$ cat src/rtl/pipeline_hazard_controller.sv
// Central stall/flush controller for the 5-stage RV32IM pipeline.
// Resolves load-use, branch, memory busywait and multi-cycle DIV/REM hazards.
module pipeline_hazard_controller #(
  parameter int DIV_CYCLES = 33,
  parameter int CNT_W      = 32
) (
  input  logic             clk,
  input  logic             reset,
  input  logic [4:0]       id_rs1,
  input  logic [4:0]       id_rs2,
  input  logic             id_uses_rs1,
  input  logic             id_uses_rs2,
  input  logic [4:0]       ex_rd,
  input  logic             ex_mem_read,
  input  logic             ex_div_start,
  input  logic             branch_taken,
  input  logic             imem_busywait,
  input  logic             dmem_busywait,
  output logic             pc_stall,
  output logic             if_id_stall,
  output logic             if_id_flush,
  output logic             id_ex_stall,
  output logic             id_ex_flush,
  output logic             ex_mem_stall,
  output logic             ex_mem_flush,
  output logic             mem_wb_stall,
  output logic             div_busy,
  output logic [CNT_W-1:0] stall_count
);

  localparam int DCW = (DIV_CYCLES > 2) ? $clog2(DIV_CYCLES) : 1;
  localparam logic [DCW-1:0] DIV_LOAD = DCW'(DIV_CYCLES - 2);

  typedef enum logic {RUN, DIV_WAIT} state_t;

  state_t         state;
  logic [DCW-1:0] div_cnt;
  logic           load_use;

  always_comb begin
    load_use = ex_mem_read && (ex_rd != 5'd0) &&
               ((id_uses_rs1 && (id_rs1 == ex_rd)) ||
                (id_uses_rs2 && (id_rs2 == ex_rd)));
  end

  // Only the highest-priority active condition drives the controls.
  always_comb begin
    pc_stall     = 1'b0;
    if_id_stall  = 1'b0;
    if_id_flush  = 1'b0;
    id_ex_stall  = 1'b0;
    id_ex_flush  = 1'b0;
    ex_mem_stall = 1'b0;
    ex_mem_flush = 1'b0;
    mem_wb_stall = 1'b0;
    div_busy     = reset && (state == DIV_WAIT);
    if (reset) begin
      if (dmem_busywait) begin
        pc_stall     = 1'b1;
        if_id_stall  = 1'b1;
        id_ex_stall  = 1'b1;
        ex_mem_stall = 1'b1;
        mem_wb_stall = 1'b1;
      end else if ((state == DIV_WAIT) || ex_div_start) begin
        pc_stall     = 1'b1;
        if_id_stall  = 1'b1;
        id_ex_stall  = 1'b1;
        ex_mem_flush = 1'b1;
      end else if (branch_taken) begin
        if_id_flush  = 1'b1;
        id_ex_flush  = 1'b1;
      end else if (load_use) begin
        pc_stall     = 1'b1;
        if_id_stall  = 1'b1;
        id_ex_flush  = 1'b1;
      end else if (imem_busywait) begin
        pc_stall     = 1'b1;
        if_id_flush  = 1'b1;
      end
    end
  end

  // The start cycle itself is one stall, so DIV_WAIT covers the remaining DIV_CYCLES-2.
  always_ff @(posedge clk or negedge reset) begin
    if (!reset) begin
      state       <= RUN;
      div_cnt     <= '0;
      stall_count <= '0;
    end else begin
      if (pc_stall && (stall_count != {CNT_W{1'b1}}))
        stall_count <= stall_count + CNT_W'(1);
      if (!dmem_busywait) begin
        if (state == DIV_WAIT) begin
          div_cnt <= div_cnt - DCW'(1);
          if (div_cnt <= DCW'(1))
            state <= RUN;
        end else if (ex_div_start && (DIV_CYCLES > 2)) begin
          state   <= DIV_WAIT;
          div_cnt <= DIV_LOAD;
        end
      end
    end
  end

endmodule

$ cat config.mk
export PLATFORM = sky130hd
export DESIGN_NAME = pipeline_hazard_controller
export DESIGN_NICKNAME = d
export VERILOG_FILES = /design/src/rtl/pipeline_hazard_controller.sv
export SDC_FILE = /design/constraint.sdc
export NUM_CORES = 1
export LEC_CHECK = 0
export CAP_MARGIN = 20
export CORE_MARGIN = 1
export CORE_UTILIZATION = 49
export CTS_BUF_LIST = sky130_fd_sc_hd__clkbuf_4 sky130_fd_sc_hd__clkbuf_8
export DETAILED_ROUTE_END_ITERATION = 12
export GPL_TIMING_DRIVEN = 0
export PLACE_DENSITY_LB_ADDON = 0.15
export SYNTH_ARGS = -nofsm -noshare
export SYNTH_HDL_FRONTEND = slang
export SYNTH_SLANG_ARGS = --single-unit
$ cat constraint.sdc
create_clock -name clk -period 3 [get_ports clk]
set_clock_uncertainty 0.2 [all_clocks]
set_input_delay 0.75 -clock clk [delete_from_list [all_inputs] [get_ports clk]]
set_output_delay 0.75 -clock clk [all_outputs]
set_load 0.01 [all_outputs]
# --- After elaboration in Yosys (flattened, before gate mapping) ---
# Cells that the tools add are included.
word_totals:
  register_bits: 39
  n_memories: 0
  wordCells: 53
  latchBits: 0
  mem_bits_ro: 0
  ramBits: 0
  in_bits: 24
classes:
  shift: 0
  div: 0
  n_bitwise: 1
  mul: 0
  addsub: 2
  reduce_logical: 11
  n_lt_le_gt_ge: 1
  n_mux: 32
  n_eq_ne: 3
op_table:
  columns: ["op", "n"]
  rows:
  - ["adder 32 x 1 -> 32 bit (second input constant)", 1]
  - ["!= test 32 bit (second input constant)", 1]
  - ["two-way mux 1 bit", 30]
  - ["two-way mux 6 bit", 2]
  - ["== test 5 bit", 2]
  - ["<= comparator 6 x 1 -> 1 bit (second input constant)", 1]
  - ["logical AND 1 bit", 6]
  - ["subtractor 6 x 1 -> 6 bit (second input constant)", 1]
  - ["nonzero test 5 bit", 1]
  - ["logical OR 1 bit", 2]
  - ["AND reduction 2 bit", 1]
  - ["nonzero test 2 bit", 1]
  - ["NOT 1 bit", 1]

# --- Logic depth before layout (Yosys ltp) ---
# Gate-level depths: netlist of run 1.
depth:
  ltp_word: 10
  ltp_mapped: 8
  mapped_depth_nobuf: 7

# --- Worst setup path before layout of run 1 ---
# Ideal clock, no wire load.
synth_path:
  path_kind: "input-to-output"
  startpoint: "input port ex_rd[1]"
  endpoint: "output port pc_stall"
  arrival_time_ps: 2086
  path_buffers: 1
  path_slack_ps: -36
  cell_stages: 6
  path_cell_list: "or4_1 o21ai_2 nor3b_2 a221oi_4 buf_4 inv_1"
synth_between:
  elab_chain_cells: 9
  word_cells_on_any_way: 13
synth_lines:
  columns: ["item", "line_no", "text"]
  rows:
  - ["start, declared", "13", "input logic [4:0] ex_rd,"]
  - ["== test 5 bit, on equally long branches", "42, 43", null]
  - ["logical AND 1 bit, on equally long branches", "42, 43", null]
  - ["logical OR 1 bit", "42", "((id_uses_rs1 && (id_rs1 == ex_rd)) ||"]
  - ["logical AND 1 bit *", "41", "load_use = ex_mem_read && (ex_rd != 5'd0) &&"]
  - ["two-way mux 1 bit *", "72", "end else if (load_use) begin"]
  - ["two-way mux 1 bit *", "69", "end else if (branch_taken) begin"]
  - ["two-way mux 1 bit *", "64", "end else if ((state == DIV_WAIT) || ex_div_start) begin"]
  - ["two-way mux 1 bit *", "58", "if (dmem_busywait) begin"]
  - ["two-way mux 1 bit *", "57", "if (reset) begin"]
  - ["end, declared", "19", "output logic pc_stall,"]
# Mark *: on every way between the ends. The rest lies on a longest branch, timed or not.

# --- Worst setup path in the final report of run 1 ---
layout_path:
  startpoint: "input port ex_rd[3]"
  endpoint: "output port pc_stall"
# Same word-level chain as after synthesis.

==> results.json, run 1 <==
{
  "htree_levels": 2,
  "syn_nets": 257,
  "synth-seq-area-share_pct": 43.99,
  "slew_headroom_pct": 57.41,
  "path_common_cell": "buf_6",
  "cp.arrival_ns": 2.15,
  "drt_wl_total_um": 5217,
  "switchingPower_mw": 0.5499,
  "synth-seq-cells": 39,
  "p_leak_nw": 1.366,
  "grt_pass1_vias": 1787,
  "cts_tree": "done",
  "dr.pass1.iters": 4,
  "ant_nets": 0,
  "cap_violations": 0,
  "overflow": 0,
  "ir_drop_mv": 0.5292,
  "synthToLayoutAreaGrowth_pct": 39.76,
  "cp.required_ns": 2.05,
  "cp-start-kind": "input pin",
  "critical_path_class": "input pin to primary output",
  "numCtsBuffers": 5,
  "netlist_instances": 230,
  "fin_nets": 336,
  "dp_cells": 347,
  "maxSlewViolCount": 0,
  "clockPowerShare_pct": 19.7,
  "path_cells": "buf_8 -> or4_4 -> o21ai_4 -> nor3b_2 -> a221oi_4 -> buf_6 -> inv_2 -> buf_6",
  "pwr-share-seq_pct": 46.7,
  "sw_frac_of_total_pct": 33.21,
  "critPathMaxFanout": 2,
  "syn_area_per_cell_sq_um": 9.645,
  "insertion_delay_ns": 0.29,
  "powerDensity_mw_per_mm2": 534.0,
  "post_drt_wl_per_cell_um": 14.49,
  "n_antenna_cell": 0,
  "coreArea_sq_mm": 0.004354,
  "drive_gt1_share_pct": 13.96,
  "final_common_cell": "clkdlybuf4s50_1",
  "max_stage_delay_ns": 0.53,
  "clk_pin_slew_ns": 0.07,
  "grt_use_total_pct": 21.82,
  "hold_violations": 0,
  "tightest_slew_ns": 0.6365,
  "p_int_mw": 1.106,
  "synth.distinct_cells": 42,
  "finalCriticalPeriod_ns": 3.099,
  "timing.final.crit_share_pct": 103.3,
  "fin_hold_ws_ns": 0.1211,
  "cts.path.max_buffers": 2,
  "die-area_sq_mm": 0.004800,
  "rows": 24,
  "grt_max_degree": 33,
  "initial_utilization_pct": 50.95,
  "setup_viol": 1,
  "mostFrequentLayoutCells": "41 x clkdlybuf4s50_1, 39 x dfrtp_1, 30 x xor2_1",
  "violations": "negative setup slack",
  "status": "finished with violations",
  "drtIter0Drc": 90,
  "antenna_found_initial": 0,
  "synth-edff-count": 0,
  "hold_path_class": "input pin to async pin",
  "synth_flop_cell": "dfrtp_1",
  "fin_tns_setup_ns": -0.09913,
  "root_buffer": "clkbuf_8",
  "dp_hpwl_um": 3686,
  "synth-async-reset-ratio_pct": 100.0,
  "clock-sinks": 39,
  "port-buffer-count": 64,
  "syn_area_sq_mm": 0.002218,
  "yosysWarnings": 0,
  "gp_congestion": 0.8391,
  "die_width_um": 69.29,
  "critical-path-top-delay-family": "simple AND/OR/NAND/NOR gates",
  "die_h_um": 69.29,
  "final_cell_area_sq_mm": 0.003100,
  "rsz0062_at_grt": "yes",
  "grt_pass1_wl_um": 8362,
  "route.detailed.drc": 0,
  "cp_slowest_cell": "or4_4",
  "place_area_sq_mm": 0.002943,
  "ios": 65,
  "worst_slack_ns": -0.09913,
  "worstSetupEndpointType": "primary output",
  "viasPerCell": 5.492,
  "max_freq_mhz": 322.7,
  "finalNonFillerCells": 360,
  "pwr-share-comb_pct": 33.7,
  "vias": 1977,
  "cts_hold_buf": 0,
  "nFillCells": 347,
  "crit_buf_inv": 4
}
synth_stat cells, drive strengths merged, types with 6 or more instances:
cell type	instances	area share [%]
dfrtp	39	44
xor2	30	12
nor3	24	5.6
nand3	16	3.6
nor2	14	2.5
nand4	13	3.7
nand2	12	2.0
xnor2	10	3.9
buf	8	2.4
nor4	7	2.0
a21oi	6	1.4
inv	6	1.0
o21ai	6	1.5
state kept, by name (all words and copies together), names as in the netlist:
signal and flops:
div_cnt 6, stall_count 32, state 1
stage by stage:
| stage | power (mW) | setup WS, ns | utilization (%) |
|---|---|---|---|
| 2_1_floorplan | 1.036 | -0.009430 | - |
| 3_3_place_gp | 1.305 | -1.931 | 67.24 |
| 3_5_place_dp | 1.326 | -1.075 | 67.59 |
| 4_1_cts | 1.662 | -0.1414 | 70.14 |
| 5_1_grt | 1.750 | -0.1642 | 71.21 |
| 6_report | 1.656 | -0.09913 | 71.21 |
path summary, 6_finish.rpt:
check / start / end / slack [ns] / cells past startpoint
min in group clk: stall_count[29]$_DFFE_PN0P_ / stall_count[29]$_DFFE_PN0P_ / 0.29 / 1
min reg2reg: stall_count[29]$_DFFE_PN0P_ / stall_count[29]$_DFFE_PN0P_ / 0.29 / 1
min: reset / div_cnt[4]$_DFFE_PN0P_ / 0.12 / 1
max reg2reg: stall_count[0]$_DFFE_PN0P_ / stall_count[29]$_DFFE_PN0P_ / 0.46 / 8
max in group asynchronous: reset / stall_count[19]$_DFFE_PN0P_ / 2.08 / 2
max: ex_rd[3] / pc_stall / -0.1 / 8
layer usage:
| metal | track usage [%] | share of wire, % | vias to the layer above | wire (um) |
|---|---|---|---|---|
| met5 | 0 | 0 | - | 0 |
| met1 | 28.79 | 46 | 951 | 2405 |
| met3 | 4.797 | 4.0 | 6 | 210 |
| met2 | 35.06 | 49 | 47 | 2532 |
| met4 | 8.390 | 1.3 | 0 | 69 |
| li1 | - | - | 973 | - |
area by class of cell:
type | count | area [sq um] | share of cell area (%)
flip-flops and latches | 39 | 975.9 | 31.48
multi-input cells | 175 | 1186 | 38.26
plain buffers | 10 | 65.06 | 2.098
repair buffers | 72 | 709.4 | 22.88
inverters | 6 | 22.52 | 0.7264
well taps | 52 | 65.06 | 2.098
clock buffers | 6 | 76.32 | 2.462
power groups by stage:
stage	registers, mW	clock network [mW]	logic [mW]
global route	0.790	0.356	0.605
global placement	0.776	0	0.529
finish	0.772	0.325	0.558
floorplan	0.794	0	0.242
detailed placement	0.779	0	0.547
CTS	0.771	0.336	0.555
what timing repair did:
action,4_1_cts,5_1_grt
setup endpoints to repair,8,5
resized for setup,53,7
buffers inserted,5,1
endpoints found under the hold margin,0,0
cloned,0,1
pin swaps,11,9
kinds of logic (layout without fill, tap and decap cells):
family          Yosys count  after routing  share of synthesized area [%]
compound gates           19             19                          6.092
mux                       2              2                         0.9588
fa+ha+maj                 3              3                          1.692
simple gates            111            111                          27.69
xor+xnor                 40             40                          15.79
buf+inv                  16             94                          3.779
flops                    39             39                          43.99
Note: power is estimated with default switching activity, not from simulation.
==> run 2: changes to the inputs <==
Settings changed: CTS_CLUSTER_SIZE set to 30, GPL_ROUTABILITY_DRIVEN set to 0.
==> results of run 2 <==
Final layout, timing and power as in run 1 (identical DEF).
==> run 3: changes to the inputs <==
Settings changed: ABC_AREA set to 1, CORE_UTILIZATION 49 to 50.
==> results.json, run 3 <==
{
  "synth_flop_cell": "dfrtp_1",
  "numCtsBuffers": 5,
  "yosys-top-cells-count": "156 x nand2_1, 53 x nor2_1, 45 x inv_1, 45 x nand3_1, 39 x dfrtp_1",
  "largest_register": "stall_count",
  "initial_utilization_pct": 53.10,
  "syn_nets": 448,
  "yosysWarnings": 0,
  "netlist_instances": 421,
  "startpoint": "ex_rd[2]",
  "critical-path-top-delay-family": "buffers and inverters",
  "path_cells": "dlygate4sd2_1 -> inv_1 -> nand2_1 -> nand2_1 -> nor2_1 -> nand3_1 -> a21oi_2 -> nor2_1 -> o21bai_1 -> inv_1 -> buf_2",
  "synth-edff-count": 0,
  "timing.final.crit_share_pct": 96.44,
  "route.detailed.drc": 0,
  "viasPerCell": 5.121,
  "hold_violations": 0,
  "rr_startpoint": "stall_count[0]$_DFFE_PN0P_",
  "synth-async-reset-ratio_pct": 100.0,
  "place_area_sq_mm": 0.003507,
  "syn_area_sq_mm": 0.002764,
  "p_leak_nw": 1.885,
  "drtIter0Drc": 140,
  "post-route-util_pct": 69.35,
  "setup_viol": 0,
  "ir_drop_mv": 0.4868,
  "overflow": 0,
  "cts_tree": "done",
  "powerDensity_mw_per_mm2": 403.7,
  "multiInputGateArea_sq_mm": 0.001563,
  "die_h_um": 76.35,
  "htree_levels": 2,
  "max_freq_mhz": 345.6,
  "clk_pin_slew_ns": 0.08,
  "endpoint": "if_id_flush",
  "tightest_slew_ns": 0.4177,
  "synth_top_area_cell": "dfrtp_1",
  "rsz0062_at_grt": "yes",
  "final_cell_area_sq_mm": 0.003610,
  "crit_buf_inv": 4,
  "die-area_sq_mm": 0.005829,
  "rows": 26,
  "fin_nets": 520,
  "critPathMaxFanout": 3,
  "dr.pass1.iters": 5,
  "layout.area.seq_sq_um": 975.9,
  "antenna_found_initial": 0,
  "yosysTopAreaCellShare_pct": 35.31,
  "final_common_cell": "nand2_1",
  "cts.path.max_buffers": 2,
  "reg2reg_depth": 10,
  "synth.distinct_cells": 27,
  "coreArea_sq_mm": 0.005205,
  "insertion_delay_ns": 0.30,
  "cts_hold_buf": 0,
  "nFillCells": 470,
  "cp-start-kind": "input pin",
  "total_power_mw": 1.457,
  "fin_hold_ws_ns": 0.2235,
  "slew_headroom_pct": 71.94,
  "maxSlewViolCount": 0,
  "post_drt_wl_per_cell_um": 12.49,
  "cp_num_cells": 11,
  "syn_area_per_cell_sq_um": 6.565,
  "drt_wl_total_um": 7045,
  "hold_path_class": "input pin to async pin",
  "die_width_um": 76.35,
  "reg.largest.list": "stall_count: 32 flops, div_cnt: 6 flops, state: 1 flops",
  "r2r-end": "stall_count[28]$_DFFE_PN0P_",
  "ios": 65,
  "synth-seq-cells": 39,
  "grt_max_degree": 44,
  "finalCriticalPeriod_ns": 2.893,
  "largest_reg_flops": 32,
  "drive_gt1_share_pct": 7.287,
  "worstSetupEndpointType": "primary output",
  "critical_path_class": "input pin to primary output",
  "reg2reg_setup_slack_ns": 0.87,
  "synth-seq-area-share_pct": 35.31,
  "cp.arrival_ns": 1.94,
  "status": "complete, no violations",
  "cp.required_ns": 2.05,
  "fin_tns_setup_ns": 0,
  "clock-sinks": 39,
  "vias": 2888,
  "dp_hpwl_um": 5374,
  "root_buffer": "clkbuf_8",
  "synth_area_leaders": "dfrtp_1 35%, nand2_1 21%, nand3_1 8.1%",
  "synth.most_common_cell": "nand2_1",
  "max_stage_delay_ns": 0.24,
  "n_antenna_cell": 0,
  "cap_violations": 0,
  "grt_pass1_vias": 2631,
  "cp_slowest_cell": "dlygate4sd2_1",
  "synthToLayoutAreaGrowth_pct": 30.60,
  "mostFrequentLayoutCells": "156 x nand2_1, 53 x nor2_1, 45 x inv_1",
  "ant_nets": 0,
  "grt_use_total_pct": 25.20,
  "port-buffer-count": 64,
  "grt_pass1_wl_um": 11830
}
## run 3: repair_timing
action | 4_1_cts | 5_1_grt
setup endpoints to repair | 7 | 4
setup buffers | 1 | 0
pin swaps | 12 | 9
resized for setup | 31 | 13
## run 3: final cells by class
class | count | share of cell area (%)
multi-input combinational | 325 | 43.29
clock buffer | 6 | 2.288
inverter | 47 | 4.887
buffer | 9 | 1.802
timing repair buffer | 66 | 17.30
sequential | 39 | 27.04
tap | 70 | 2.426
clock inverter | 2 | 0.9705
## run 3: report_power, final
group / switching, mW / internal, mW / leakage (nW)
clock network: 0.189 / 0.269 / 0.0612
registers: 0.0664 / 0.578 / 0.516
logic: 0.193 / 0.162 / 1.31
## run 3: metal layers
layer	vias to the layer above	global-route usage, %	part of all wire [%]
li1	1460	-	-
met1	1309	33.84	46
met2	102	40.36	46
met3	17	4.671	5.8
met4	0	9.423	2.4
met5	-	0	0
## run 3: how the worst min path moves through the flow
stage                                        to  slack (ns)  depth (start not counted)
finish               stall_count[9]$_DFFE_PN0P_        0.22                          2
global route        stall_count[23]$_DFFE_PN0P_        0.25                          2
CTS                  stall_count[8]$_DFFE_PN0P_        0.24                          2
detailed placement       div_cnt[4]$_DFFE_PN0P_        0.32                          2
global placement         div_cnt[4]$_DFFE_PN0P_        0.28                          2
floorplan                div_cnt[0]$_DFFE_PN0P_        0.25                          0
## run 3: worst register-to-register path, stage by stage, from the launching register on
cell and delay, ns:
dfrtp_1 0.44, ha_1 0.28, nand2_1 0.07, nor2_1 0.30, inv_1 0.11, nor2_1 0.29
nand2_1 0.09, nand2_1 0.07, nand2_1 0.06, nand3_1 0.07, nand2_1 0.05
## run 3: kinds of logic (layout without fill, tap and decap cells)
family / Yosys count / after routing / synth area share, %
AND/OR/NAND/NOR: 285 / 285 / 43.73
XOR/XNOR: 28 / 28 / 8.873
adder cells (fa/ha/maj): 3 / 3 / 1.358
flip-flops: 39 / 39 / 35.31
buffers and inverters: 57 / 130 / 8.918
AO/OA/AOI/OAI: 9 / 9 / 1.811
## run 3: through the flow
step,instances,setup WS (ns)
4_1_cts,564,0.007544
3_5_place_dp,556,-0.8032
3_3_place_gp,555,-2.108
2_1_floorplan,421,0.5194
5_1_grt,564,-0.01723
6_report,564,0.1068
